[config.mk]
export PLATFORM = sky130hd
export DESIGN_NAME = multicycle_ctrl
export DESIGN_NICKNAME = d
export VERILOG_FILES = /design/src/rtl/multicycle_pkg.sv /design/src/rtl/ctrl_perf_cnt.sv /design/src/rtl/multicycle_ctrl.sv
export SDC_FILE = /design/constraint.sdc
export NUM_CORES = 1
export LEC_CHECK = 0
export ABC_AREA = 1
export ABC_CLOCK_PERIOD_IN_PS = 1200
export CAP_MARGIN = 20
export CORE_MARGIN = 3
export CORE_UTILIZATION = 30
export DETAILED_ROUTE_END_ITERATION = 8
export DONT_BUFFER_PORTS = 1
export GPL_TIMING_DRIVEN = 0
export PLACE_DENSITY = 0.45
export REMOVE_ABC_BUFFERS = 1
export SLEW_MARGIN = 40
export SYNTH_ARGS = -nofsm -noshare
export SYNTH_HDL_FRONTEND = slang
export SYNTH_SLANG_ARGS = --single-unit
[constraint.sdc]
create_clock -name clk_i -period 1.2 [get_ports clk_i]
set_input_delay 0.18 -clock clk_i [delete_from_list [all_inputs] [get_ports clk_i]]
set_output_delay 0.18 -clock clk_i [all_outputs]
set_load 0.1 [all_outputs]
[src/rtl/multicycle_pkg.sv]
// Shared encodings for the multi-cycle MIPS-subset control path: FSM states,
// opcodes, and the datapath mux/ALU/extender select codes.
package multicycle_pkg;

  typedef enum logic [3:0] {
    IDLE      = 4'd0,
    FETCH     = 4'd1,
    DECODE    = 4'd2,
    EXEC_R    = 4'd3,
    R_WB      = 4'd4,
    EXEC_I    = 4'd5,
    I_WB      = 4'd6,
    MEM_ADDR  = 4'd7,
    MEM_READ  = 4'd8,
    MEM_WB    = 4'd9,
    MEM_WRITE = 4'd10,
    BRANCH    = 4'd11,
    JUMP      = 4'd12
  } state_e;

  localparam logic [5:0] OP_RTYPE = 6'h00;
  localparam logic [5:0] OP_LW    = 6'h23;
  localparam logic [5:0] OP_SW    = 6'h2B;
  localparam logic [5:0] OP_BEQ   = 6'h04;
  localparam logic [5:0] OP_J     = 6'h02;
  localparam logic [5:0] OP_ADDI  = 6'h08;
  localparam logic [5:0] OP_ORI   = 6'h0D;

  localparam logic [1:0] ALU_ADD   = 2'b00;
  localparam logic [1:0] ALU_SUB   = 2'b01;
  localparam logic [1:0] ALU_FUNCT = 2'b10;
  localparam logic [1:0] ALU_OR    = 2'b11;

  localparam logic [1:0] SRCB_RT      = 2'b00;
  localparam logic [1:0] SRCB_FOUR    = 2'b01;
  localparam logic [1:0] SRCB_IMM     = 2'b10;
  localparam logic [1:0] SRCB_IMM_SH2 = 2'b11;

  localparam logic [1:0] PC_ALU    = 2'b00;
  localparam logic [1:0] PC_ALUOUT = 2'b01;
  localparam logic [1:0] PC_JUMP   = 2'b10;

  localparam logic EXT_SIGN = 1'b0;
  localparam logic EXT_ZERO = 1'b1;

  // ori is the only immediate op that zero-extends and ORs.
  function automatic logic is_ori(input logic [5:0] op);
    return op == OP_ORI;
  endfunction

endpackage

[src/rtl/ctrl_perf_cnt.sv]
// Cycle and retired-instruction counters for the multi-cycle controller;
// both wrap modulo 2^CNT_W.
module ctrl_perf_cnt #(
  parameter int CNT_W = 32
) (
  input  logic             clk_i,
  input  logic             rst_i,
  input  logic             active_i,
  input  logic             done_i,
  output logic [CNT_W-1:0] cycle_cnt_o,
  output logic [CNT_W-1:0] instr_cnt_o
);

  logic [CNT_W-1:0] cycle_cnt_q, cycle_cnt_d;
  logic [CNT_W-1:0] instr_cnt_q, instr_cnt_d;

  always_comb begin
    cycle_cnt_d = cycle_cnt_q;
    instr_cnt_d = instr_cnt_q;
    if (active_i) cycle_cnt_d = cycle_cnt_q + 1'b1;
    if (done_i)   instr_cnt_d = instr_cnt_q + 1'b1;
  end

  always_ff @(posedge clk_i or negedge rst_i) begin
    if (!rst_i) begin
      cycle_cnt_q <= '0;
      instr_cnt_q <= '0;
    end else begin
      cycle_cnt_q <= cycle_cnt_d;
      instr_cnt_q <= instr_cnt_d;
    end
  end

  assign cycle_cnt_o = cycle_cnt_q;
  assign instr_cnt_o = instr_cnt_q;

endmodule

[src/rtl/multicycle_ctrl.sv]
// Main control FSM of the multi-cycle MIPS-subset CPU. Defining
// MULTICYCLE_CTRL_PERF_EN adds cycle/instruction counter outputs.
module multicycle_ctrl
  import multicycle_pkg::*;
#(
  parameter int STATE_W = 4,
  parameter int CNT_W   = 32
) (
  input  logic               clk_i,
  input  logic               rst_i,
  input  logic [5:0]         op_i,
  input  logic               zero_i,
  input  logic               mem_ready_i,
  output logic               mem_req_o,
  output logic               mem_we_o,
  output logic               i_or_d_o,
  output logic               ir_write_o,
  output logic               pc_write_o,
  output logic [1:0]         pc_src_o,
  output logic               alu_src_a_o,
  output logic [1:0]         alu_src_b_o,
  output logic [1:0]         alu_op_o,
  output logic               ext_sel_o,
  output logic               reg_write_o,
  output logic               reg_dst_o,
  output logic               mem_to_reg_o,
  output logic               instr_done_o,
  output logic               illegal_o,
  output logic [STATE_W-1:0] state_o
`ifdef MULTICYCLE_CTRL_PERF_EN
  ,
  output logic [CNT_W-1:0]   cycle_cnt_o,
  output logic [CNT_W-1:0]   instr_cnt_o
`endif
);

  state_e     state_q, state_d;
  logic [5:0] op_q, op_d;

  // Opcode is latched in DECODE so later states do not depend on IR timing.
  always_comb begin
    op_d = op_q;
    if (state_q == DECODE) op_d = op_i;
  end

  always_ff @(posedge clk_i or negedge rst_i) begin
    if (!rst_i) begin
      state_q <= IDLE;
      op_q    <= '0;
    end else begin
      state_q <= state_d;
      op_q    <= op_d;
    end
  end

  always_comb begin
    state_d      = state_q;
    mem_req_o    = 1'b0;
    mem_we_o     = 1'b0;
    i_or_d_o     = 1'b0;
    ir_write_o   = 1'b0;
    pc_write_o   = 1'b0;
    pc_src_o     = PC_ALU;
    alu_src_a_o  = 1'b0;
    alu_src_b_o  = SRCB_RT;
    alu_op_o     = ALU_ADD;
    ext_sel_o    = EXT_SIGN;
    reg_write_o  = 1'b0;
    reg_dst_o    = 1'b0;
    mem_to_reg_o = 1'b0;
    instr_done_o = 1'b0;
    illegal_o    = 1'b0;

    case (state_q)
      IDLE: state_d = FETCH;

      FETCH: begin
        mem_req_o   = 1'b1;
        alu_src_b_o = SRCB_FOUR;
        if (mem_ready_i) begin
          ir_write_o = 1'b1;
          pc_write_o = 1'b1;
          state_d    = DECODE;
        end
      end

      DECODE: begin
        alu_src_b_o = SRCB_IMM_SH2;
        case (op_i)
          OP_RTYPE:     state_d = EXEC_R;
          OP_LW, OP_SW: state_d = MEM_ADDR;
          OP_BEQ:       state_d = BRANCH;
          OP_J:         state_d = JUMP;
          OP_ADDI,
          OP_ORI:       state_d = EXEC_I;
          default: begin
            illegal_o    = 1'b1;
            instr_done_o = 1'b1;
            state_d      = FETCH;
          end
        endcase
      end

      EXEC_R: begin
        alu_src_a_o = 1'b1;
        alu_op_o    = ALU_FUNCT;
        state_d     = R_WB;
      end

      R_WB: begin
        reg_write_o  = 1'b1;
        reg_dst_o    = 1'b1;
        instr_done_o = 1'b1;
        state_d      = FETCH;
      end

      EXEC_I: begin
        alu_src_a_o = 1'b1;
        alu_src_b_o = SRCB_IMM;
        ext_sel_o   = is_ori(op_q) ? EXT_ZERO : EXT_SIGN;
        alu_op_o    = is_ori(op_q) ? ALU_OR : ALU_ADD;
        state_d     = I_WB;
      end

      I_WB: begin
        ext_sel_o    = is_ori(op_q) ? EXT_ZERO : EXT_SIGN;
        alu_op_o     = is_ori(op_q) ? ALU_OR : ALU_ADD;
        reg_write_o  = 1'b1;
        instr_done_o = 1'b1;
        state_d      = FETCH;
      end

      MEM_ADDR: begin
        alu_src_a_o = 1'b1;
        alu_src_b_o = SRCB_IMM;
        state_d     = (op_q == OP_SW) ? MEM_WRITE : MEM_READ;
      end

      MEM_READ: begin
        mem_req_o = 1'b1;
        i_or_d_o  = 1'b1;
        if (mem_ready_i) state_d = MEM_WB;
      end

      MEM_WB: begin
        reg_write_o  = 1'b1;
        mem_to_reg_o = 1'b1;
        instr_done_o = 1'b1;
        state_d      = FETCH;
      end

      MEM_WRITE: begin
        mem_req_o = 1'b1;
        mem_we_o  = 1'b1;
        i_or_d_o  = 1'b1;
        if (mem_ready_i) begin
          instr_done_o = 1'b1;
          state_d      = FETCH;
        end
      end

      BRANCH: begin
        alu_src_a_o  = 1'b1;
        alu_op_o     = ALU_SUB;
        pc_src_o     = PC_ALUOUT;
        pc_write_o   = zero_i;
        instr_done_o = 1'b1;
        state_d      = FETCH;
      end

      JUMP: begin
        pc_src_o     = PC_JUMP;
        pc_write_o   = 1'b1;
        instr_done_o = 1'b1;
        state_d      = FETCH;
      end

      default: state_d = IDLE;
    endcase
  end

  assign state_o = STATE_W'(state_q);

`ifdef MULTICYCLE_CTRL_PERF_EN
  ctrl_perf_cnt #(
    .CNT_W (CNT_W)
  ) u_perf_cnt (
    .clk_i       (clk_i),
    .rst_i       (rst_i),
    .active_i    (state_q != IDLE),
    .done_i      (instr_done_o),
    .cycle_cnt_o (cycle_cnt_o),
    .instr_cnt_o (instr_cnt_o)
  );
`else
  // Counter width only matters when the counters exist.
  logic perf_unused;
  assign perf_unused = (CNT_W > 0);
`endif

endmodule

==> results by group, run 1 <==
Routing
  • Total number of vias: 941
  • Post-DRT Antenna Nets: 0
  • Remaining DRCs: 0
  • Detailed Routing Iterations Pass 1: 4
  • Routed len/inst: 15.4 um
  • Vias per std cell: 4.80
  • Initial detailed-routing violation count: 33
  • Final wirelength: just over 3000 um

GRT
  • Initial antenna violation count: 0
  • Vias in the first global route: around 960
  • First-pass GRT wire length: 4410 um
  • Largest net degree at the start of global routing: 12
  • Global Route Usage Sum: 17.0%
  • Grt ovf: 0

Clock tree
  • Clk pin slew, worst setup/hold paths: roughly 70 ps
  • Clk root buf: clkbuf_4
  • H-Tree Depth: 1
  • Clk sink count: 10
  • TritonCTS Buffers: 3
  • Clk buf depth: 2
  • CTS tree: yes
  • Clk Latency, worst-skew pair: 260 ps

Finish
  • Ratio of cells with drive above 1 in the final layout: 57.8%
  • NumNets Final: 177
  • Layout area overhead: 88.7%
  • Antenna cells: 0

Logic synthesis
  • Synth unique cells: 22
  • Post-synth top area share: 30.7%
  • Ys Warns: 0
  • Synth area leader: dfrtp_1
  • Post-Syn Area: 816 um2
  • Synth Register Bits: 10
  • Synth top area cells: dfrtp_1 (31%), nand2_1 (22%), inv_1 (9.7%)
  • Syn Inst Count: 133
  • Synth cell count leaders: nand2_1 (48), inv_1 (21), nor2_1 (15)
  • Sequential-to-total area share from yosys stat: 30.7%
  • Fraction of registers with async set/reset: 100%
  • Synthesized area per cell: a little over 6 um2
  • Count leader, synth: nand2_1
  • Top_reg_cell synth: dfrtp_1
  • Post-synth EDFFs: 0

Floorplan
  • Die area: 3380 um2
  • Die Width: 58.1 um
  • Top Ports: 32
  • Core region area: about 2500 um2
  • Initial Util: 32.3%
  • Die height: 58.1 um
  • Row cnt: 18

STA
  • Clock Skew: ~1.2 ps
  • Measured slew at the worst slew-check pin: 745 ps
  • Setup ws final: -1260 ps
  • Post-route clock period utilization: 205%
  • Max_slew headroom: 50.1%
  • Minimum clock period: 2460 ps
  • Fmax: 406 MHz
  • Max Transition Viols Final: 0
  • Final hold violation count: 0
  • RSZ-0062 raised after global routing: yes
  • # setup viols final: 28

Worst setup path
  • Critical Path, Cell by Cell: inv_4 > nand2_4 > o21ai_4 > buf_6 > nor3_4 > nand2_4
  • Crit. path cell count: 6
  • Critical setup path kind: reg -> out
  • Crit path capture type: primary output
  • Reg2Reg Capture Point: state_o[1]
  • CP bufs+invs: 2
  • R2R setup slack: -740 ps
  • CP required: 1020 ps
  • CP max-delay cell: dfrtp_4
  • Reg2reg path depth: 8
  • Crit Path Max Fanout: 6
  • Critical Path End: instr_done_o
  • WP data arrival: 2280 ps
  • Setup crit start: state_o[3]
  • Worst r2r src: state_o[1]
  • Crit path largest cell delay: 650 ps
  • CP Launch Type: flip-flop
  • CP delay by family, top: flip-flops
  • CP dominant cell by count: nand2_4

Placed design
  • # port buffers: 0
  • Setup WS pre-CTS: -1650 ps
  • Placer Congestion: around 0.8
  • Detail Placement HPWL: roughly 1800 um

Run status
  • Status: complete, but fails checks
  • Violated checks: negative setup slack

Worst hold path
  • Class of the worst hold path: in -> reg

Run
  • Maximum capacitance violations: 0
[layout make-up]
class,instances,area (um2)
Clock buffer,4,36.3
Fill cell,208,983
Inverter,24,143
Multi-Input combinational cell,98,754
Sequential cell,10,265
Tap cell,30,37.5
Timing Repair Buffer,30,303
[logic make-up (layout without fill, tap and decap cells)]
group	Yosys count	in the layout	share of synthesized area (%)
and+or+nand+nor	84	84	45.4
DFF	10	10	30.7
buffers and inverters	25	58	12.3
AOI/OAI and AO/OA	13	13	10.6
xor gates and xnor gates	1	1	1.07
[per-stage QoR]
| step | std cells | hold slack, ps | instance area [um2] | TNS (ps) | util (%) |
|---|---|---|---|---|---|
| global placement | 162 | -115 | 846 | -37500 | 33.5 |
| CTS | 178 | 27.4 | 1260 | -18020 | 49.9 |
| global route | 196 | 11.9 | 1540 | -21010 | 61.0 |
| finish | 196 | 13.9 | 1540 | -19490 | 61.0 |
| detailed placement | 164 | -115 | 926 | -22110 | 36.7 |
| floorplan | 132 | -116 | 808 | -32620 | - |
[per-layer routing]
metal | GRT usage, % | up-vias | share of wire, %
li1 | - | 475 | -
met1 | 21.3 | 433 | 42
met4 | 6.62 | 0 | 1.8
met2 | 29.0 | 29 | 51
met5 | 0 | - | 0
met3 | 2.67 | 4 | 4.9
[flip-flops by register name, indices dropped and copies added (netlist names)]
register,cells
op_q,6
state_o,4
[cells in the final DEF, fill, tap and decap left out, drive strengths merged]
master / instances
nand3b: 1
o21ai: 9
dfrtp: 10
buf: 28
clkinvlp: 6
a22oi: 1
a211o: 1
dlygate4sd3: 2
nand2: 52
nor2: 18
xnor2: 1
inv: 18
nand4: 2
clkbuf: 4
nor3: 4
a21oi: 2
nand3: 7
[worst register-to-register path, stage by stage, from the launching register on]
cell and delay, ps:
dfrtp_4 650, inv_2 130, nor2_4 70, buf_6 150
buf_6 110, nand2_4 70, clkinvlp_4 420, nand2_1 180
nand2_1 60
[worst min-delay path by stage]
stage,start,end,slack [ps],cells after the start
after global placement,rst_i,state_o[1],-120,0
after floorplan,rst_i,op_q[0],-120,0
after detailed placement,rst_i,state_o[1],-120,0
after global routing,op_i[2],op_q[2],10,2
after CTS,op_i[4],op_q[4],30,2
final,op_i[2],op_q[2],10,2
[repair_timing]
| item | CTS | global route |
|---|---|---|
| hold endpoints to repair | 11 | 0 |
| buffers inserted | 8 | 18 |
| hold buffers | 2 | 0 |
| pin swaps | 13 | 17 |
| setup endpoints to repair | 29 | 28 |
| resized for setup | 63 | 39 |
Power of run 1 is not shown: default switching activity piles up to over one toggle a cycle in this logic, so the estimate is an artifact.
==> run 2, diff against run 1 <==
--- a/config.mk
+++ b/config.mk
@@ -5,7 +5,6 @@
 export SDC_FILE = /design/constraint.sdc
 export NUM_CORES = 1
 export LEC_CHECK = 0
-export ABC_AREA = 1
 export ABC_CLOCK_PERIOD_IN_PS = 1200
 export CAP_MARGIN = 20
 export CORE_MARGIN = 3
==> results by group, run 2 <==
Routing
  • Final wirelength: around 3100 um
  • Vias per std cell: roughly 5.7
  • Detailed Routing Iterations Pass 1: 6
  • Post-DRT Antenna Nets: 0
  • Metal-1 WL: 1270 um
  • Routed len/inst: 20.2 um
  • Met3 routed WL: 141 um
  • Met2 wire length: 1670 um
  • Max layer used: met4
  • Total number of vias: 873
  • Remaining DRCs: 0
  • Initial detailed-routing violation count: 27

STA
  • Final hold violation count: 0
  • Measured slew at the worst slew-check pin: a little over 700 ps
  • Minimum clock period: 2290 ps
  • Max Transition Viols Final: 0
  • # setup viols final: 28
  • RSZ-0062 raised after global routing: yes
  • Max_slew headroom: 52.2%
  • Fmax: approximately 440 MHz
  • Setup ws final: -1090 ps
  • Clock Skew: 5.12 ps
  • Post-route clock period utilization: 191%

Floorplan
  • Core region area: 2540 um2
  • Die area: between 3000 and 4000 um2
  • Die height: 58.3 um
  • Initial Util: 32.3%
  • Die Width: 58.3 um
  • Row cnt: 18
  • Top Ports: 32

Finish
  • Max reg flops: 6
  • Antenna cells: 0
  • Largest Register: op_q
  • Util after Layout: 57.9%
  • Final instance area: 1470 um2
  • Layout area overhead: 79.6%
  • Final Non-Filler Cells: 154
  • Most frequent cells in the layout: nor2_1 (10), buf_6 (10), nor2_4 (9)
  • NumNets Final: 135
  • Ratio of cells with drive above 1 in the final layout: 62.1%

Logic synthesis
  • Synth unique cells: 41
  • Synthesized area per cell: 8.46 um2
  • Sequential-to-total area share from yosys stat: 30.5%
  • Synth Register Bits: 10
  • Fraction of registers with async set/reset: 100%
  • Post-Syn Area: 821 um2
  • Synth top area cells: dfrtp_1 (30%), nor2_1 (8.2%), mux2_2 (8.2%)
  • Synth area leader: dfrtp_1
  • Synth cell count leaders: nor2_1 (18), dfrtp_1 (10), mux2_2 (6)
  • Count leader, synth: nor2_1
  • Syn Inst Count: just under 100
  • Ys Warns: 0
  • Post-synth top area share: a little under a third
  • Top_reg_cell synth: dfrtp_1
  • Post-synth EDFFs: 0

Worst hold path
  • Hold-critical path depth: 1
  • Min-delay src: op_i[4]
  • Class of the worst hold path: in -> reg
  • Hold EP: op_q[4]

Worst setup path
  • Crit Path Max Fanout: 7
  • WP data arrival: 2110 ps
  • CP required: 1020 ps
  • Reg2Reg Capture Point: state_o[1]
  • Crit path capture type: primary output
  • Critical setup path kind: reg -> out
  • Reg2reg path depth: 7
  • CP Launch Type: flip-flop
  • R2R setup slack: -750 ps
  • Worst r2r src: state_o[2]

Clock tree
  • TritonCTS Buffers: 3
  • Clk buf depth: 2
  • Clk root buf: clkbuf_4
  • CTS tree: yes
  • H-Tree Depth: 1
  • Clk pin slew, worst setup/hold paths: around 70 ps
  • Clk Latency, worst-skew pair: ~280 ps
  • Clk sink count: 10

GRT
  • First-pass GRT wire length: roughly 4700 um
  • Global Route Usage Sum: 18.7%
  • Grt ovf: 0
  • Vias in the first global route: 880
  • Largest net degree at the start of global routing: 11
  • Initial antenna violation count: 0

Placed design
  • Placer Congestion: just under 0.8
  • Cell Area, Placed: about 1100 um2
  • # placed instances: 127
  • # port buffers: 0
  • Detail Placement HPWL: 1750 um

Run
  • Maximum capacitance violations: 0

Run status
  • Violated checks: negative setup slack
  • Status: complete, but fails checks
## run 2: cell types whose count changed after synthesis, moves of 4 or more
cell      change
o21ai_2       -4
nand2b_1      +5
nand2_1      -43
mux2_2        +6
inv_1        -18
nand3_1       -6
## run 2: worst max-delay path, cell delays in order, from the launching register on
cell and delay, ps:
dfrtp_4 660, or2_4 330, nor2_4 120, o31ai_4 100, buf_6 130, nor2_4 490
## run 2: metrics by stage
step	hold WS (ps)	setup WS [ps]	setup TNS, ps
after CTS	54.2	-1120	-21420
after global placement	-115	-3690	-56470
after detailed placement	-115	-1760	-26850
after floorplan	-116	-3420	-48780
after global routing	38.7	-1130	-22770
final	52.5	-1090	-21800
## run 2: routing by layer
| metal | vias to the layer above | track usage [%] |
|---|---|---|
| li1 | 409 | - |
| met1 | 438 | 22.3 |
| met2 | 22 | 32.7 |
| met3 | 4 | 5.04 |
| met4 | 0 | 5.63 |
| met5 | - | 0 |
## run 2: kinds of logic (layout without fill, tap and decap cells)
family,Yosys count,in the layout,synth area share [%]
AND/OR/NAND/NOR,46,46,31.6
AO/OA/AOI/OAI,23,23,22.1
flip-flops,10,10,30.5
buffers and inverters,10,37,5.34
XOR/XNOR,1,1,1.07
multiplexers,7,7,9.45
## run 2: cell type report
| class | count | area (um2) |
|---|---|---|
| fillers | 212 | 1070 |
| multi-input cells | 77 | 769 |
| repair buffers | 30 | 350 |
| flip-flops and latches | 10 | 265 |
| well taps | 30 | 37.5 |
| clock buffers | 4 | 36.3 |
| inverters | 3 | 15.0 |
## run 2: repair_timing
action                                  4_1_cts  5_1_grt
hold buffers                                  1        0
cloned                                        0        0
endpoints found under the setup margin       32       28
hold endpoints to repair                     10        0
setup buffers                                17        6
pin swaps                                    12       12
resized for setup                            38       13
## run 2: worst max path at each step
stage | from | cells past startpoint | end | slack (ps)
2_1_floorplan | state_o[0] | 3 | pc_write_o | -3420
3_3_place_gp | state_o[0] | 3 | pc_write_o | -3690
3_5_place_dp | state_o[3] | 5 | pc_write_o | -1760
4_1_cts | state_o[3] | 4 | instr_done_o | -1120
5_1_grt | state_o[2] | 4 | instr_done_o | -1130
6_report | state_o[2] | 5 | illegal_o | -1090
Power of run 2 is left out for the same reason.
==> run 3, diff against run 2 <==
--- a/config.mk
+++ b/config.mk
@@ -13,7 +13,6 @@
 export DONT_BUFFER_PORTS = 1
 export GPL_TIMING_DRIVEN = 0
 export PLACE_DENSITY = 0.45
-export REMOVE_ABC_BUFFERS = 1
 export SLEW_MARGIN = 40
 export SYNTH_ARGS = -nofsm -noshare
 export SYNTH_HDL_FRONTEND = slang
==> results by group, run 3 (synthesis results as in run 2) <==
STA
  • Max_slew headroom: 52.0%
  • TNS Setup: -23,000 ps
  • Clock Skew: 4.39 ps
  • RSZ-0062 raised after global routing: yes
  • # setup viols final: 28
  • Fmax: between 400 and 500 MHz
  • Final hold violation count: 0
  • Setup ws final: -1100 ps
  • Minimum clock period: 2300 ps
  • Max Transition Viols Final: 0
  • Measured slew at the worst slew-check pin: approximately 720 ps
  • Post-route clock period utilization: 192%

Placed design
  • Cell Area, Placed: 1190 um2
  • Placer Congestion: about 0.7
  • # port buffers: 0
  • # placed instances: 130
  • Detail Placement HPWL: 1910 um

Finish
  • Ratio of cells with drive above 1 in the final layout: 68.2%
  • Commonest non-fill, non-tap cell in the layout: buf_6
  • Storage element area: 265 um2
  • Max reg flops: 6
  • Util after Layout: 64.1%
  • Multi-input logic area: roughly 830 um2
  • NumNets Final: 140
  • Fill cells: 207
  • Final instance area: 1630 um2
  • Antenna cells: 0
  • Layout area overhead: 98.8%
  • Final Non-Filler Cells: 159
  • Largest Register: op_q
  • Most frequent cells in the layout: buf_6 (12), buf_4 (11), nor2_4 (10)

Clock tree
  • H-Tree Depth: 1
  • Clk pin slew, worst setup/hold paths: 80 ps
  • Clk sink count: 10
  • Clk Latency, worst-skew pair: 270 ps
  • TritonCTS Buffers: 3
  • Clk root buf: clkbuf_4
  • CTS tree: yes
  • Clk buf depth: 2

Routing
  • Max layer used: met4
  • Vias per std cell: approximately 6
  • Metal-1 WL: 1350 um
  • Detailed Routing Iterations Pass 1: 4
  • Remaining DRCs: 0
  • Total number of vias: 927
  • Met3 routed WL: 149 um
  • Post-DRT Antenna Nets: 0
  • Initial detailed-routing violation count: 31
  • Final wirelength: 3000 um
  • Met2 wire length: around 1400 um
  • Routed len/inst: ~19 um

Run status
  • Violated checks: negative setup slack
  • Status: complete, but fails checks

Run
  • Maximum capacitance violations: 0

Worst setup path
  • Reg2reg path depth: 6
  • WP data arrival: roughly 2100 ps
  • Crit Path Max Fanout: 5
  • R2R setup slack: -870 ps
  • Critical setup path kind: reg -> out
  • Crit path capture type: primary output
  • CP Launch Type: flip-flop
  • CP required: 1020 ps

Worst hold path
  • Hold-critical path depth: 1
  • Class of the worst hold path: in -> reg

GRT
  • Vias in the first global route: 933
  • Grt ovf: 0
  • Largest net degree at the start of global routing: 11
  • First-pass GRT wire length: 4770 um
  • Global Route Usage Sum: 18.8%
  • Initial antenna violation count: 0

Floorplan
  • Core region area: 2540 um2
  • Row cnt: 18
  • Die height: 58.3 um
  • Initial Util: 32.3%
  • Top Ports: 32
  • Die area: 3400 um2
  • Die Width: 58.3 um

Logic synthesis
  • Syn nets: 107
==> run 3: metrics by stage <==
stage | hold WS (ps) | setup WS, ps
global placement | -115 | -1260
finish | 54.0 | -1100
global route | 36.6 | -1170
CTS | 49.4 | -1140
detailed placement | -115 | -1230
floorplan | -116 | -1180
==> run 3: area by class of cell <==
cell class | instances | share of cell area (%)
buffer | 5 | 5.83
clock buffer | 4 | 2.22
inverter | 3 | 0.920
multi-input combinational | 77 | 51.0
sequential | 10 | 16.3
tap | 30 | 2.30
timing repair buffer | 30 | 21.5
==> run 3: path summary, 6_finish.rpt <==
kind / from / end
worst max-delay path: state_o[3] / instr_done_o
worst min-delay path: op_i[5] / op_q[5]
worst max register to register: state_o[0] / state_o[1]
worst min register to register: op_q[0] / op_q[0]
max in group asynchronous: rst_i / state_o[1]
min in group asynchronous: rst_i / state_o[0]
==> run 3: repair_timing <==
item / 4_1_cts / 5_1_grt
pin swaps: 18 / 12
setup buffers: 18 / 11
hold endpoints to repair: 10 / 0
hold buffers: 1 / 0
gates resized for setup: 35 / 14
gates cloned: 1 / 0
endpoints found under the setup margin: 28 / 28
==> run 3: metal layers <==
| metal | vias up | global-route usage, % |
|---|---|---|
| met5 | - | 0 |
| met4 | 0 | 5.30 |
| met3 | 6 | 3.07 |
| met2 | 40 | 30.6 |
| met1 | 451 | 25.7 |
| li1 | 430 | - |
==> run 3: worst max-delay path, cell delays in order (launching register included) <==
cell      delay [ps]
dfrtp_4          650
or2_4            340
nor2_4           150
o31ai_4          110
o221ai_4         610
Power of run 3 is left out for the same reason.
